**src/rtl/operand_fetch_wb_pkg.sv**
```systemverilog
`default_nettype none
// ============================================================================
// operand_fetch_wb_pkg
// Shared sizing constants for the register bank and its initiator-side
// operand fetch / writeback block.
// Revision: 1.0 - initial release
// ============================================================================
package operand_fetch_wb_pkg;

  localparam int AW    = 5;        // register index width
  localparam int DW    = 32;       // data width
  localparam int NREGS = 1 << AW;  // architectural registers

  typedef logic [AW-1:0] reg_idx_t;
  typedef logic [DW-1:0] data_t;

endpackage : operand_fetch_wb_pkg
`default_nettype wire

```
**src/rtl/operand_fetch_wb_rf_scoreboard.sv**
```systemverilog
`default_nettype none
// ============================================================================
// rf_scoreboard
// Per-register outstanding-write tracker for the register bank.
//   clk_i          clock, rising edge
//   rst_ni         asynchronous active-low reset
//   set_i          an issued instruction claims register set_idx_i
//   set_idx_i      register being claimed
//   wb_valid_i     writeback result present this cycle
//   wb_rd_i        writeback destination
//   busy_mask_o    bit i set = write to register i outstanding
//   pending_cnt_o  number of set bits in busy_mask_o (up/down counter)
//   wb_err_o       sticky: writeback seen for a register that was not busy
// Revision: 1.0 - initial release
// ============================================================================
module rf_scoreboard
  import operand_fetch_wb_pkg::*;
(
  input  logic          clk_i,
  input  logic          rst_ni,
  input  logic          set_i,
  input  logic [AW-1:0] set_idx_i,
  input  logic          wb_valid_i,
  input  logic [AW-1:0] wb_rd_i,
  output logic [NREGS-1:0] busy_mask_o,
  output logic [AW:0]   pending_cnt_o,
  output logic          wb_err_o
);

  localparam logic [AW:0] CNT_ONE = (AW+1)'(1);

  logic [NREGS-1:0] busy_q, busy_d;
  logic [AW:0]      cnt_q, cnt_d;
  logic             err_q, err_d;
  logic             clr;

  // A writeback only retires a register that is actually outstanding.
  assign clr = wb_valid_i & busy_q[wb_rd_i];

  always_comb begin
    busy_d = busy_q;
    // Clear first, then set, so a same-register set/clear leaves the new owner busy.
    if (clr)   busy_d[wb_rd_i]   = 1'b0;
    if (set_i) busy_d[set_idx_i] = 1'b1;

    // Issue logic never sets an already-busy register unless it is being
    // cleared in the same cycle, so +1/-1 keeps the count equal to popcount.
    cnt_d = cnt_q;
    case ({set_i, clr})
      2'b10:   cnt_d = cnt_q + CNT_ONE;
      2'b01:   cnt_d = cnt_q - CNT_ONE;
      default: cnt_d = cnt_q;
    endcase

    err_d = err_q | (wb_valid_i & ~busy_q[wb_rd_i]);
  end

  always_ff @(posedge clk_i or negedge rst_ni) begin
    if (!rst_ni) begin
      busy_q <= '0;
      cnt_q  <= '0;
      err_q  <= 1'b0;
    end else begin
      busy_q <= busy_d;
      cnt_q  <= cnt_d;
      err_q  <= err_d;
    end
  end

  assign busy_mask_o   = busy_q;
  assign pending_cnt_o = cnt_q;
  assign wb_err_o      = err_q;

endmodule : rf_scoreboard
`default_nettype wire

```
**src/rtl/operand_fetch_wb.sv**
```systemverilog
`default_nettype none
// ============================================================================
// operand_fetch_wb
// Initiator side of the register bank between decode and execute: drives the
// bank read ports, registers bypassed operands into a valid/ready stage, and
// passes writeback results through as bank write strobes. A per-register
// scoreboard stalls issue on RAW/WAW hazards.
//   clk_i / rst_ni             clock, asynchronous active-low reset
//   id_*                       decoded instruction handshake and fields
//   ex_*                       operand stage towards execute
//   wb_*                       writeback results (never stalled)
//   rf_sr1/rf_sr2/rf_rdData*   bank combinational read ports
//   rf_dr/rf_wrData/rf_write   bank write port
//   busy_mask/pending_cnt/wb_err  scoreboard status
// Revision: 1.0 - initial release
// ============================================================================
module operand_fetch_wb
  import operand_fetch_wb_pkg::*;
(
  input  logic             clk_i,
  input  logic             rst_ni,
  input  logic             id_valid_i,
  output logic             id_ready_o,
  input  logic [AW-1:0]    id_rs1_i,
  input  logic [AW-1:0]    id_rs2_i,
  input  logic [AW-1:0]    id_rd_i,
  input  logic             id_wen_i,
  output logic             ex_valid_o,
  input  logic             ex_ready_i,
  output logic [DW-1:0]    ex_op1_o,
  output logic [DW-1:0]    ex_op2_o,
  output logic [AW-1:0]    ex_rd_o,
  output logic             ex_wen_o,
  input  logic             wb_valid_i,
  input  logic [AW-1:0]    wb_rd_i,
  input  logic [DW-1:0]    wb_data_i,
  output logic [AW-1:0]    rf_sr1_o,
  output logic [AW-1:0]    rf_sr2_o,
  input  logic [DW-1:0]    rf_rdData1_i,
  input  logic [DW-1:0]    rf_rdData2_i,
  output logic [AW-1:0]    rf_dr_o,
  output logic [DW-1:0]    rf_wrData_o,
  output logic             rf_write_o,
  output logic [NREGS-1:0] busy_mask_o,
  output logic [AW:0]      pending_cnt_o,
  output logic             wb_err_o
);

  logic             ex_valid_q;
  logic [DW-1:0]    ex_op1_q, ex_op2_q, ex_op1_d, ex_op2_d;
  logic [AW-1:0]    ex_rd_q;
  logic             ex_wen_q;
  logic [NREGS-1:0] busy;
  logic             byp1, byp2;
  logic             live1, live2, liverd, haz, issue;

  assign rf_sr1_o    = id_rs1_i;
  assign rf_sr2_o    = id_rs2_i;
  assign rf_dr_o     = wb_rd_i;
  assign rf_wrData_o = wb_data_i;
  assign rf_write_o  = wb_valid_i;

  assign byp1 = wb_valid_i & (wb_rd_i == id_rs1_i);
  assign byp2 = wb_valid_i & (wb_rd_i == id_rs2_i);

  // A busy register being written back this very cycle is no longer a hazard:
  // its value arrives through the bypass mux (sources) or it is re-owned (dest).
  assign live1  = busy[id_rs1_i] & ~byp1;
  assign live2  = busy[id_rs2_i] & ~byp2;
  assign liverd = id_wen_i & busy[id_rd_i] & ~(wb_valid_i & (wb_rd_i == id_rd_i));
  assign haz    = live1 | live2 | liverd;

  // Deliberately independent of id_valid_i.
  assign id_ready_o = (~ex_valid_q | ex_ready_i) & ~haz;
  assign issue      = id_valid_i & id_ready_o;

  assign ex_op1_d = byp1 ? wb_data_i : rf_rdData1_i;
  assign ex_op2_d = byp2 ? wb_data_i : rf_rdData2_i;

  always_ff @(posedge clk_i or negedge rst_ni) begin
    if (!rst_ni) begin
      ex_valid_q <= 1'b0;
      ex_op1_q   <= '0;
      ex_op2_q   <= '0;
      ex_rd_q    <= '0;
      ex_wen_q   <= 1'b0;
    end else if (issue) begin
      ex_valid_q <= 1'b1;
      ex_op1_q   <= ex_op1_d;
      ex_op2_q   <= ex_op2_d;
      ex_rd_q    <= id_rd_i;
      ex_wen_q   <= id_wen_i;
    end else if (ex_ready_i) begin
      ex_valid_q <= 1'b0;
    end
  end

  assign ex_valid_o = ex_valid_q;
  assign ex_op1_o   = ex_op1_q;
  assign ex_op2_o   = ex_op2_q;
  assign ex_rd_o    = ex_rd_q;
  assign ex_wen_o   = ex_wen_q;

  rf_scoreboard u_scoreboard (
    .clk_i         (clk_i),
    .rst_ni        (rst_ni),
    .set_i         (issue & id_wen_i),
    .set_idx_i     (id_rd_i),
    .wb_valid_i    (wb_valid_i),
    .wb_rd_i       (wb_rd_i),
    .busy_mask_o   (busy),
    .pending_cnt_o (pending_cnt_o),
    .wb_err_o      (wb_err_o)
  );

  assign busy_mask_o = busy;

endmodule : operand_fetch_wb
`default_nettype wire

```
**config.mk**
```make
export PLATFORM = sky130hd
export DESIGN_NAME = operand_fetch_wb
export DESIGN_NICKNAME = d
export VERILOG_FILES = /design/src/rtl/operand_fetch_wb_pkg.sv /design/src/rtl/operand_fetch_wb_rf_scoreboard.sv /design/src/rtl/operand_fetch_wb.sv
export SDC_FILE = /design/constraint.sdc
export NUM_CORES = 1
export LEC_CHECK = 0
export CAP_MARGIN = 0
export CELL_PAD_IN_SITES_DETAIL_PLACEMENT = 0
export CELL_PAD_IN_SITES_GLOBAL_PLACEMENT = 2
export CORE_ASPECT_RATIO = 1.25
export CORE_MARGIN = 8
export CORE_UTILIZATION = 31
export CTS_BUF_LIST = sky130_fd_sc_hd__clkbuf_2
export DETAILED_ROUTE_END_ITERATION = 10
export HOLD_SLACK_MARGIN = 0.1
export PLACE_DENSITY = 0.94
export SLEW_MARGIN = 25
export SYNTH_ARGS = -nofsm -noshare
export SYNTH_HDL_FRONTEND = slang
export SYNTH_SLANG_ARGS = --single-unit
```
**constraint.sdc**
```tcl
create_clock -name clk_i -period 5.5 [get_ports clk_i]
set_input_delay 1.1 -clock clk_i [delete_from_list [all_inputs] [get_ports clk_i]]
set_output_delay 1.1 -clock clk_i [all_outputs]
set_load 0.02 [all_outputs]
```
==> impl_metrics.ini, run 1 <==
[global_routing]
grt_max_degree = 56
grt_use_total_pct = 17.0
grt_first_pass_wirelength_um = 37800
grt_pass1_vias = 6028
antenna_found_initial = 1
grt_overflow = 0

[logic_synthesis]
syn_area_per_cell_um2 = 12.8
synth_nets = 689
ys_ff_latch = 110
ys.flop_type = dfrtp_1
synth_edf_count = 0
synth-seq-area-share_pct = 38.1
synth_top_cell_area_share_pct = 38.1
yosys_warnings = 0
synth_cell_types = 55
synthArstFlopShare_pct = 100
yosysMostFrequentCell = dfrtp_1
syn_inst = 564
synth_common_cells = dfrtp_1 (110), mux2_2 (87), buf_4 (50)
yosys.area.top_type = dfrtp_1
synth_area_um2 = 7220
synthTopCellsByArea = dfrtp_1 (38%), mux2_2 (14%), mux2_4 (10%), mux4_2 (8.4%), buf_4 (5.2%)

[worst_setup_path]
crit_end = id_ready_o
ff2ff_path_depth = 13
r2r_slack_ns = 1.94
end_kind = primary output
critPathKind = in2out
startpoint = id_rs1_i[0]
r2r_start = u_scoreboard.busy_mask_o[1]$_DFF_PN0_
worstPathMaxFanout = 6
arrival_ns = 3.96
crit_path_start_kind = input pin
r2r_end = u_scoreboard.pending_cnt_o[5]$_DFFE_PN0P_
cp.required_ns = 4.40

[routing]
antenna_left = 0
drt_pass1_iterations = 4
via_per_inst = 5.11
via_count = 5517
wirelength_um = 24300
post_drt_wl_per_cell_um = 22.5
drt_iter0_drc = 306
drc = 0

[sta]
slew_headroom_pct = 34.6
setup_tns_ns = 0
setup_viol = 0
post-route-min-period_ns = 5.06
timing.fmax_mhz = 198
tightest_slew_ns = 0.976
post-route-period-util_pct = 92.0
slew_viol_final = 0
fin_skew_ns = 0.0585
hold_viol = 0
rsz0062_at_grt = false

[clock_tree]
cts-root-buf = clkbuf_2
postCtsSetupRepairBufs = 0
cts_tree = yes
cts_resized = 0
cts.path.max_buffers = 2
cts_hold_buf = 0
clkLatencyLatePin_ns = 0.65
cts_max_level = 3
cts_made_buffers = 9
cts_sinks = 110
clk_pin_slew_ns = 0.31

[final_layout]
fin_util_pct = 43.6
nFillCells = 2188
final_nets = 912
syn2layout_area_growth_pct = 38.7
multi_input_area_um2 = 3780
register_area_um2 = 2750
drive_gt1_share_pct = 26.7
stdcell_area_um2 = 10000
final_cell_count_no_fill = 1080

[placed_design]
io_buffers = 280
dp_cells = 1064
dpl.hpwl_um = 18800
placed_cell_area_um2 = 9890
place.gp.congestion = 0.835

[outcome]
status = finished, final reports clean

[floorplan]
die_h_um = 187
start_util_pct = 31.4
io_pins = 281
rows = 62
die_x_um = 152
core_um2 = 23000
dieArea_um2 = 28500

[power_and_ir_drop]
power_density_nw_per_um2 = 381
p_leak_nw = 3.94
peakVddDrop_uv = 162

[min_path]
hold_class = in2async

[flow_run]
drv_cap = 0
-- critical path, stage by stage --
cell and delay (ns):
clkdlybuf4s50_1 0.61, buf_4 0.28, mux4_2 0.33, mux2i_1 0.07
o2111a_1 0.25, or4_1 0.56, and4_1 0.18, clkdlybuf4s50_1 0.57
-- report_power, final --
| group | internal, mW | switching (mW) |
|---|---|---|
| combinational | 1.12 | 0.921 |
| sequential | 1.11 | 0.251 |
| clock | 0.114 | 0.296 |
| total | 2.34 | 1.47 |
-- state kept, by name (all words and copies together) (netlist names) --
name,cells
ex_valid_o,1
ex_wen_o,1
ex_rd_o,5
u_scoreboard.wb_err_o,1
u_scoreboard.busy_mask_o,32
ex_op1_o,32
ex_op2_o,32
u_scoreboard.pending_cnt_o,6
-- cell usage in the layout, fill, tap and decap left out, types with 8 or more instances in the layout --
cell type        instances
mux4_2                  27
o31ai_1                 32
buf_4                   25
dfrtp_1                110
xor2_1                  13
clkdlybuf4s50_1        279
mux2_4                  49
xnor2_1                 10
o21ai_0                 35
mux2_2                  87
nand2_1                 15
nand3b_1                 8
clkbuf_2                 9
-- area by class of cell --
type	count	share of cell area [%]
sequential	110	27.5
clock buffer	9	0.450
inverter	3	0.112
tap	288	3.60
multi-input combinational	359	37.8
clock inverter	6	0.787
antenna	1	0.0250
timing repair buffer	304	29.8
-- layer usage --
metal / share of wire, % / global-route usage (%) / wire (µm) / vias up
li1: - / - / - / 2513
met1: 39 / 19.4 / 9450 / 2764
met2: 53 / 30.5 / 12800 / 225
met3: 7.0 / 4.95 / 1710 / 15
met4: 1.3 / 4.27 / 316 / 0
met5: 0 / 0 / 0 / -
-- logic make-up (layout without fill, tap and decap cells) --
logic type / after synthesis / in the layout / synth area share (%)
AND/OR/NAND/NOR: 71 / 71 / 5.82
AO/OA/AOI/OAI: 88 / 88 / 8.15
buffers and inverters: 95 / 322 / 9.53
multiplexers: 174 / 174 / 35.1
other: 0 / 1 / 0
adder cells (fa/ha/maj): 3 / 3 / 0.520
XOR/XNOR: 23 / 23 / 2.79
flip-flops: 110 / 110 / 38.1
-- how the worst min path moves through the flow --
stage	slack (ns)	end	start	cells after the start
floorplan	0.57	u_scoreboard.wb_err_o$_DFF_PN0_	u_scoreboard.wb_err_o$_DFF_PN0_	1
global placement	0.45	u_scoreboard.wb_err_o$_DFF_PN0_	u_scoreboard.wb_err_o$_DFF_PN0_	1
detailed placement	0.45	u_scoreboard.wb_err_o$_DFF_PN0_	u_scoreboard.wb_err_o$_DFF_PN0_	1
CTS	0.14	u_scoreboard.busy_mask_o[19]$_DFF_PN0_	rst_ni	1
global route	0.16	ex_rd_o[4]$_DFFE_PN0N_	rst_ni	1
finish	0.24	ex_rd_o[4]$_DFFE_PN0N_	rst_ni	1
-- through the flow --
stage               power [mW]  worst slack [ns]  hold slack, ns
floorplan                 2.47             0.885           0.565
global route              4.03             0.325           0.164
global placement          3.42             0.457           0.445
detailed placement        3.44             0.417           0.453
finish                    3.81             0.440           0.238
CTS                       3.87             0.416           0.144
Note: power is estimated with default switching activity, not from simulation.
==> run 2, diff against run 1 <==
--- a/config.mk
+++ b/config.mk
@@ -5,16 +5,17 @@
 export SDC_FILE = /design/constraint.sdc
 export NUM_CORES = 1
 export LEC_CHECK = 0
+export ABC_AREA = 1
 export CAP_MARGIN = 0
 export CELL_PAD_IN_SITES_DETAIL_PLACEMENT = 0
 export CELL_PAD_IN_SITES_GLOBAL_PLACEMENT = 2
 export CORE_ASPECT_RATIO = 1.25
 export CORE_MARGIN = 8
-export CORE_UTILIZATION = 31
+export CORE_UTILIZATION = 25
 export CTS_BUF_LIST = sky130_fd_sc_hd__clkbuf_2
 export DETAILED_ROUTE_END_ITERATION = 10
 export HOLD_SLACK_MARGIN = 0.1
-export PLACE_DENSITY = 0.94
+export PLACE_DENSITY = 0.93
 export SLEW_MARGIN = 25
 export SYNTH_ARGS = -nofsm -noshare
 export SYNTH_HDL_FRONTEND = slang
==> run 2 against run 1 <==
  * Cell area grew 2.9%
  * Critical path depth grew 5
  * First-iteration DRC count increased by 87%
  * Clock skew decreased by 0.026 ns
  * Critical endpoint unchanged
  * Combinational power fell by 32%
  * Highest routed layer is now met5
==> impl_metrics.ini, run 2 <==
[outcome]
status = finished, final reports clean

[clock_tree]
cts_sinks = 110
cts_tree = yes
cts_hold_buf = 0
postCtsSetupRepairBufs = 0
clk_pin_slew_ns = 0.30
clkLatencyLatePin_ns = 0.65
cts-root-buf = clkbuf_2
cts_resized = 0
cts_max_level = 3
cts.path.max_buffers = 2
cts_made_buffers = 9

[power_and_ir_drop]
power_mw = 2.93
peakVddDrop_uv = 145
power_density_nw_per_um2 = 284
p_leak_nw = 4.93

[logic_synthesis]
ys_ff_latch = 110
synth_top_family_by_area = simple AND/OR/NAND/NOR gates
synthMuxAreaShare_pct = 0
synth_xor_area_share_pct = 1.18
synth_nets = 1292
synthArstFlopShare_pct = 100
synth_top_cell_area_share_pct = 37.0
syn_area_per_cell_um2 = 6.38
ys.flop_type = dfrtp_1
synth_cell_types = 29
yosysMostFrequentCell = nand2_1
synth_area_um2 = 7440
synth_common_cells = nand2_1 (526), dfrtp_1 (110), nand3_1 (100)
synth_edf_count = 0
synthTopCellsByArea = dfrtp_1 (37%), nand2_1 (27%), nand3_1 (6.7%), o21ai_0 (5.8%), buf_4 (4.8%)
synth-seq-area-share_pct = 37.0
yosys.area.top_type = dfrtp_1
syn_inst = 1167
yosys_warnings = 0
yosys.area_share.simple_pct = 39.2
synthAdderAreaFrac_pct = 0.504
synth_compound_area_share_pct = 9.04

[final_layout]
nFillCells = 3230
final_common_cell = nand2_1
syn2layout_area_growth_pct = 38.4
final_nets = 1490
layout_common_cells = nand2_1 (526), clkdlybuf4s50_1 (279), dfrtp_1 (110)
drive_gt1_share_pct = 2.92
register_area_um2 = 2750
multi_input_area_um2 = 3720
final_cell_count_no_fill = 1768

[sta]
slew_headroom_pct = 34.3
tightest_slew_ns = 0.986
slew_viol_final = 0
post-route-min-period_ns = 4.71
setup_viol = 0
hold_ws_ns = 0.388
setup_tns_ns = 0
hold_viol = 0
fin_ws_ns = 0.793
post-route-period-util_pct = 85.6
rsz0062_at_grt = false
fin_skew_ns = 0.0330
timing.fmax_mhz = 212

[placed_design]
dp_cells = 1750
place_ws_ns = 0.645
io_buffers = 280
place.gp.congestion = 0.899
dpl.hpwl_um = 23200

[floorplan]
die_x_um = 170
die_h_um = 209
core_um2 = 29300
io_pins = 281
start_util_pct = 25.4
rows = 70
dieArea_um2 = 35600

[worst_setup_path]
slowest_delay_ns = 0.67
crit_path_start_kind = input pin
cp.required_ns = 4.40
crit_slowest_cell = clkdlybuf4s50_1
arrival_ns = 3.61
end_kind = primary output
crit_path_frequent_cell = nand3_1
crit_chain = clkdlybuf4s50_1, buf_4, inv_2, nand2_1, nand3_1, nand3_1, nand2_1, a21oi_1, nand2_1, nand3_1, nand3_1, inv_1, clkdlybuf4s50_1
worstPathMaxFanout = 18
critPathKind = in2out

[global_routing]
grt_max_degree = 91
use_met3_pct = 7.28
antenna_found_initial = 3
grt_use_total_pct = 17.3
grt_use_met1_pct = 20.3
busiest_layer = met2
grt_first_pass_wirelength_um = 47900
grt_pass1_vias = 8250
use_met2_pct = 27.7
grt_overflow = 0

[routing]
post_drt_wl_per_cell_um = 17.5
antenna_left = 0
via_count = 8165
drt_pass1_iterations = 5
wirelength_um = 31000
drc = 0
drt_iter0_drc = 572
via_per_inst = 4.62

[min_path]
hold_class = in2async

[flow_run]
drv_cap = 0
## run 2: changes by cell type in the layout (fill, tap and decap cells not counted), sizes merged, moves of 32 or more
cell and delta:
inv +76, mux4 -33, o21ai +52, nand2 +511
nand3 +93, mux2 -136, o31ai -32, nor2 +57
## run 2: worst max-delay path, delay by kind of cell
| kind | cells | cell delay, ns |
|---|---|---|
| buffers and inverters | 5 | 1.64 |
| AO/OA/AOI/OAI | 1 | 0.11 |
| AND/OR/NAND/NOR | 7 | 0.74 |
## run 2: power breakdown
group / internal [mW] / switching, mW / leakage (nW) / total, mW
registers: 1.00 / 0.191 / 1.40 / 1.20
logic: 0.620 / 0.773 / 3.46 / 1.39
clock network: 0.0600 / 0.279 / 0.0608 / 0.339
total: 1.68 / 1.24 / 4.93 / 2.93
## run 2: cells by family (layout without fill, tap and decap cells)
kind of cell / Yosys count / in the layout
other: 0 / 2
AOI/OAI and AO/OA: 125 / 125
xor gates and xnor gates: 10 / 10
adders and majority gates: 3 / 3
DFF: 110 / 110
buffers and inverters: 194 / 397
and+or+nand+nor: 725 / 725
## run 2: per-stage QoR
step           area, µm²  utilization (%)
2_1_floorplan       7440                -
3_3_place_gp       10200             34.9
3_5_place_dp       10200             34.9
4_1_cts            10300             35.2
5_1_grt            10300             35.2
6_report           10300             35.2
## run 2: layout make-up
type	instances	area share, %
Tap cell	396	4.81
Clock inverter	5	0.255
Clock buffer	11	0.534
Multi-Input combinational cell	863	36.1
Antenna cell	2	0.0486
Timing Repair Buffer	297	28.4
Inverter	84	3.06
Sequential cell	110	26.7
## run 2: path summary, 6_finish.rpt
check	from	endpoint	slack [ns]	cells past startpoint
setup / recovery	id_rs1_i[0]	id_ready_o	0.79	13
hold / removal	rst_ni	ex_op1_o[5]$_DFFE_PN0N_	0.39	1
setup reg to reg	u_scoreboard.busy_mask_o[9]$_DFF_PN0_	u_scoreboard.pending_cnt_o[4]$_DFFE_PN0P_	2.07	20
hold reg to reg	u_scoreboard.pending_cnt_o[5]$_DFFE_PN0P_	u_scoreboard.pending_cnt_o[5]$_DFFE_PN0P_	0.52	1
max in group asynchronous	rst_ni	ex_op2_o[0]$_DFFE_PN0N_	4.03	2
min in group clk_i	u_scoreboard.pending_cnt_o[5]$_DFFE_PN0P_	u_scoreboard.pending_cnt_o[5]$_DFFE_PN0P_	0.52	1
## run 2: routing by layer
metal	wire, µm	vias up
li1	-	4036
met1	12600	3749
met2	14100	334
met3	3430	44
met4	804	2
met5	13	-
==> run 3, diff against run 2 <==
--- a/config.mk
+++ b/config.mk
@@ -11,11 +11,11 @@
 export CELL_PAD_IN_SITES_GLOBAL_PLACEMENT = 2
 export CORE_ASPECT_RATIO = 1.25
 export CORE_MARGIN = 8
-export CORE_UTILIZATION = 25
+export CORE_UTILIZATION = 23
 export CTS_BUF_LIST = sky130_fd_sc_hd__clkbuf_2
 export DETAILED_ROUTE_END_ITERATION = 10
 export HOLD_SLACK_MARGIN = 0.1
-export PLACE_DENSITY = 0.93
+export PLACE_DENSITY = 0.87
 export SLEW_MARGIN = 25
 export SYNTH_ARGS = -nofsm -noshare
 export SYNTH_HDL_FRONTEND = slang
==> constraint.sdc (replaced) <==
create_clock -name clk_i -period 4.9 [get_ports clk_i]
set_input_delay 0.98 -clock clk_i [delete_from_list [all_inputs] [get_ports clk_i]]
set_output_delay 0.98 -clock clk_i [all_outputs]
set_load 0.02 [all_outputs]
==> run 3 against run 2 <==
  * Register-to-register slack worse by 0.45 ns
  * Combinational power up 14%
  * Cell area grew 2.1%
  * Sequential cell count unchanged
  * Sequential power is 13% higher
  * Worst setup slack worse by 0.35 ns
  * Highest routed layer unchanged
==> impl_metrics.ini, run 3 (same netlist as run 2, synthesis figures left out) <==
[power_and_ir_drop]
p_leak_nw = 5.03
power_density_nw_per_um2 = 327
power_mw = 3.44
peakVddDrop_uv = 167

[sta]
slew_viol_final = 0
fin_skew_ns = 0.0320
slew_headroom_pct = 53.3
setup_tns_ns = 0
post-route-period-util_pct = 90.9
timing.fmax_mhz = 225
post-route-min-period_ns = 4.45
setup_viol = 0
hold_viol = 0
tightest_slew_ns = 0.700
rsz0062_at_grt = false
fin_ws_ns = 0.446

[final_layout]
final_common_cell = nand2_1
multi_input_area_um2 = 3720
register_area_um2 = 2750
fin_util_pct = 33.0
nFillCells = 3529
final_nets = 1507
syn2layout_area_growth_pct = 41.3
drive_gt1_share_pct = 4.25
layout_common_cells = nand2_1 (526), clkdlybuf4s50_1 (279), dfrtp_1 (110)

[routing]
wirelength_um = 32300
drc = 0
antenna_left = 0
via_count = 8240
drt_iter0_drc = 527
via_per_inst = 4.58
post_drt_wl_per_cell_um = 17.9
drt_pass1_iterations = 5

[worst_setup_path]
worstPathMaxFanout = 18
crit_path_start_kind = input pin
end_kind = primary output
cp.required_ns = 3.92
critPathKind = in2out
arrival_ns = 3.47

[floorplan]
die_h_um = 217
core_um2 = 31900
die_x_um = 177
rows = 73
dieArea_um2 = 38400
start_util_pct = 23.4
io_pins = 281

[placed_design]
place_ws_ns = 0.364
place.gp.congestion = 0.860
dpl.hpwl_um = 24400
io_buffers = 280

[clock_tree]
clk_pin_slew_ns = 0.30
cts_hold_buf = 0
cts_max_level = 3
cts_sinks = 110
cts_resized = 0
cts-root-buf = clkbuf_2
cts.path.max_buffers = 2
cts_made_buffers = 9
postCtsSetupRepairBufs = 0
cts_tree = yes
clkLatencyLatePin_ns = 0.66

[global_routing]
grt_max_degree = 77
use_met3_pct = 6.44
grt_use_met1_pct = 19.8
busiest_layer = met2
grt_overflow = 0
use_met2_pct = 27.1
grt_pass1_vias = 8342
grt_first_pass_wirelength_um = 49400
grt_use_total_pct = 16.6
antenna_found_initial = 3

[flow_run]
drv_cap = 0

[min_path]
hold_class = in2async

[outcome]
status = finished, final reports clean
==> run 3: cell count changes in the layout (fill, tap and decap cells not counted) <==
cell        delta
clkinvlp_4     +3
clkinv_4       -1
clkinv_2       -1
bufinv_16      +2
inv_6          +1
clkinv_1       -2
buf_12         +1
buf_4         +17
buf_6          -1
clkbuf_2       -2
==> run 3: cell type report <==
type,count,share of cell area [%]
Multi-Input combinational cell,863,35.4
Timing Repair Buffer,314,29.2
Sequential cell,110,26.2
Tap cell,412,4.90
Inverter,84,3.00
Clock inverter,7,0.916
Clock buffer,9,0.428
Antenna cell,2,0.0476
==> run 3: per-layer routing <==
| layer | vias to the layer above | wire length, µm | part of all wire (%) |
|---|---|---|---|
| met3 | 33 | 3450 | 11 |
| met5 | - | 13 | 0.040 |
| met1 | 3764 | 13300 | 41 |
| met4 | 2 | 580 | 1.8 |
| met2 | 361 | 14900 | 46 |
| li1 | 4080 | - | - |
==> run 3: through the flow <==
stage	hold slack, ns	instances	area [µm²]
6_report	0.304	1801	10500
5_1_grt	0.242	1800	10500
4_1_cts	0.222	1799	10500
3_5_place_dp	0.465	1783	10400
3_3_place_gp	0.460	1783	10400
2_1_floorplan	0.582	1167	7440
==> run 3: path summary, 6_finish.rpt <==
path                                                        endpoint  slack, ns  cells after the start                                    from
setup / recovery                                          id_ready_o       0.45                     12                             id_rs1_i[0]
hold / removal                              ex_op1_o[14]$_DFFE_PN0N_       0.30                      1                                  rst_ni
setup reg to reg           u_scoreboard.pending_cnt_o[4]$_DFFE_PN0P_       1.62                     20  u_scoreboard.busy_mask_o[29]$_DFF_PN0_
hold reg to reg                              ex_op2_o[8]$_DFFE_PN0N_       0.52                      2                 ex_op2_o[8]$_DFFE_PN0N_
max in group asynchronous                    ex_op2_o[8]$_DFFE_PN0N_       3.66                      2                                  rst_ni
min in group clk_i                           ex_op2_o[8]$_DFFE_PN0N_       0.52                      2                 ex_op2_o[8]$_DFFE_PN0N_
==> run 3: critical path: stages <==
cell             delay (ns)
clkdlybuf4s50_1        0.68
inv_2                  0.22
nand2_1                0.11
nand3_1                0.06
nand3_1                0.09
nand2_1                0.06
a21oi_1                0.11
nand2_1                0.08
nand3_1                0.15
nand3_1                0.17
inv_1                  0.09
clkdlybuf4s50_1        0.67
==> run 3: report_power, final <==
group / switching [mW] / internal (mW)
Clock: 0.339 / 0.169
Sequential: 0.218 / 1.13
Combinational: 0.877 / 0.706
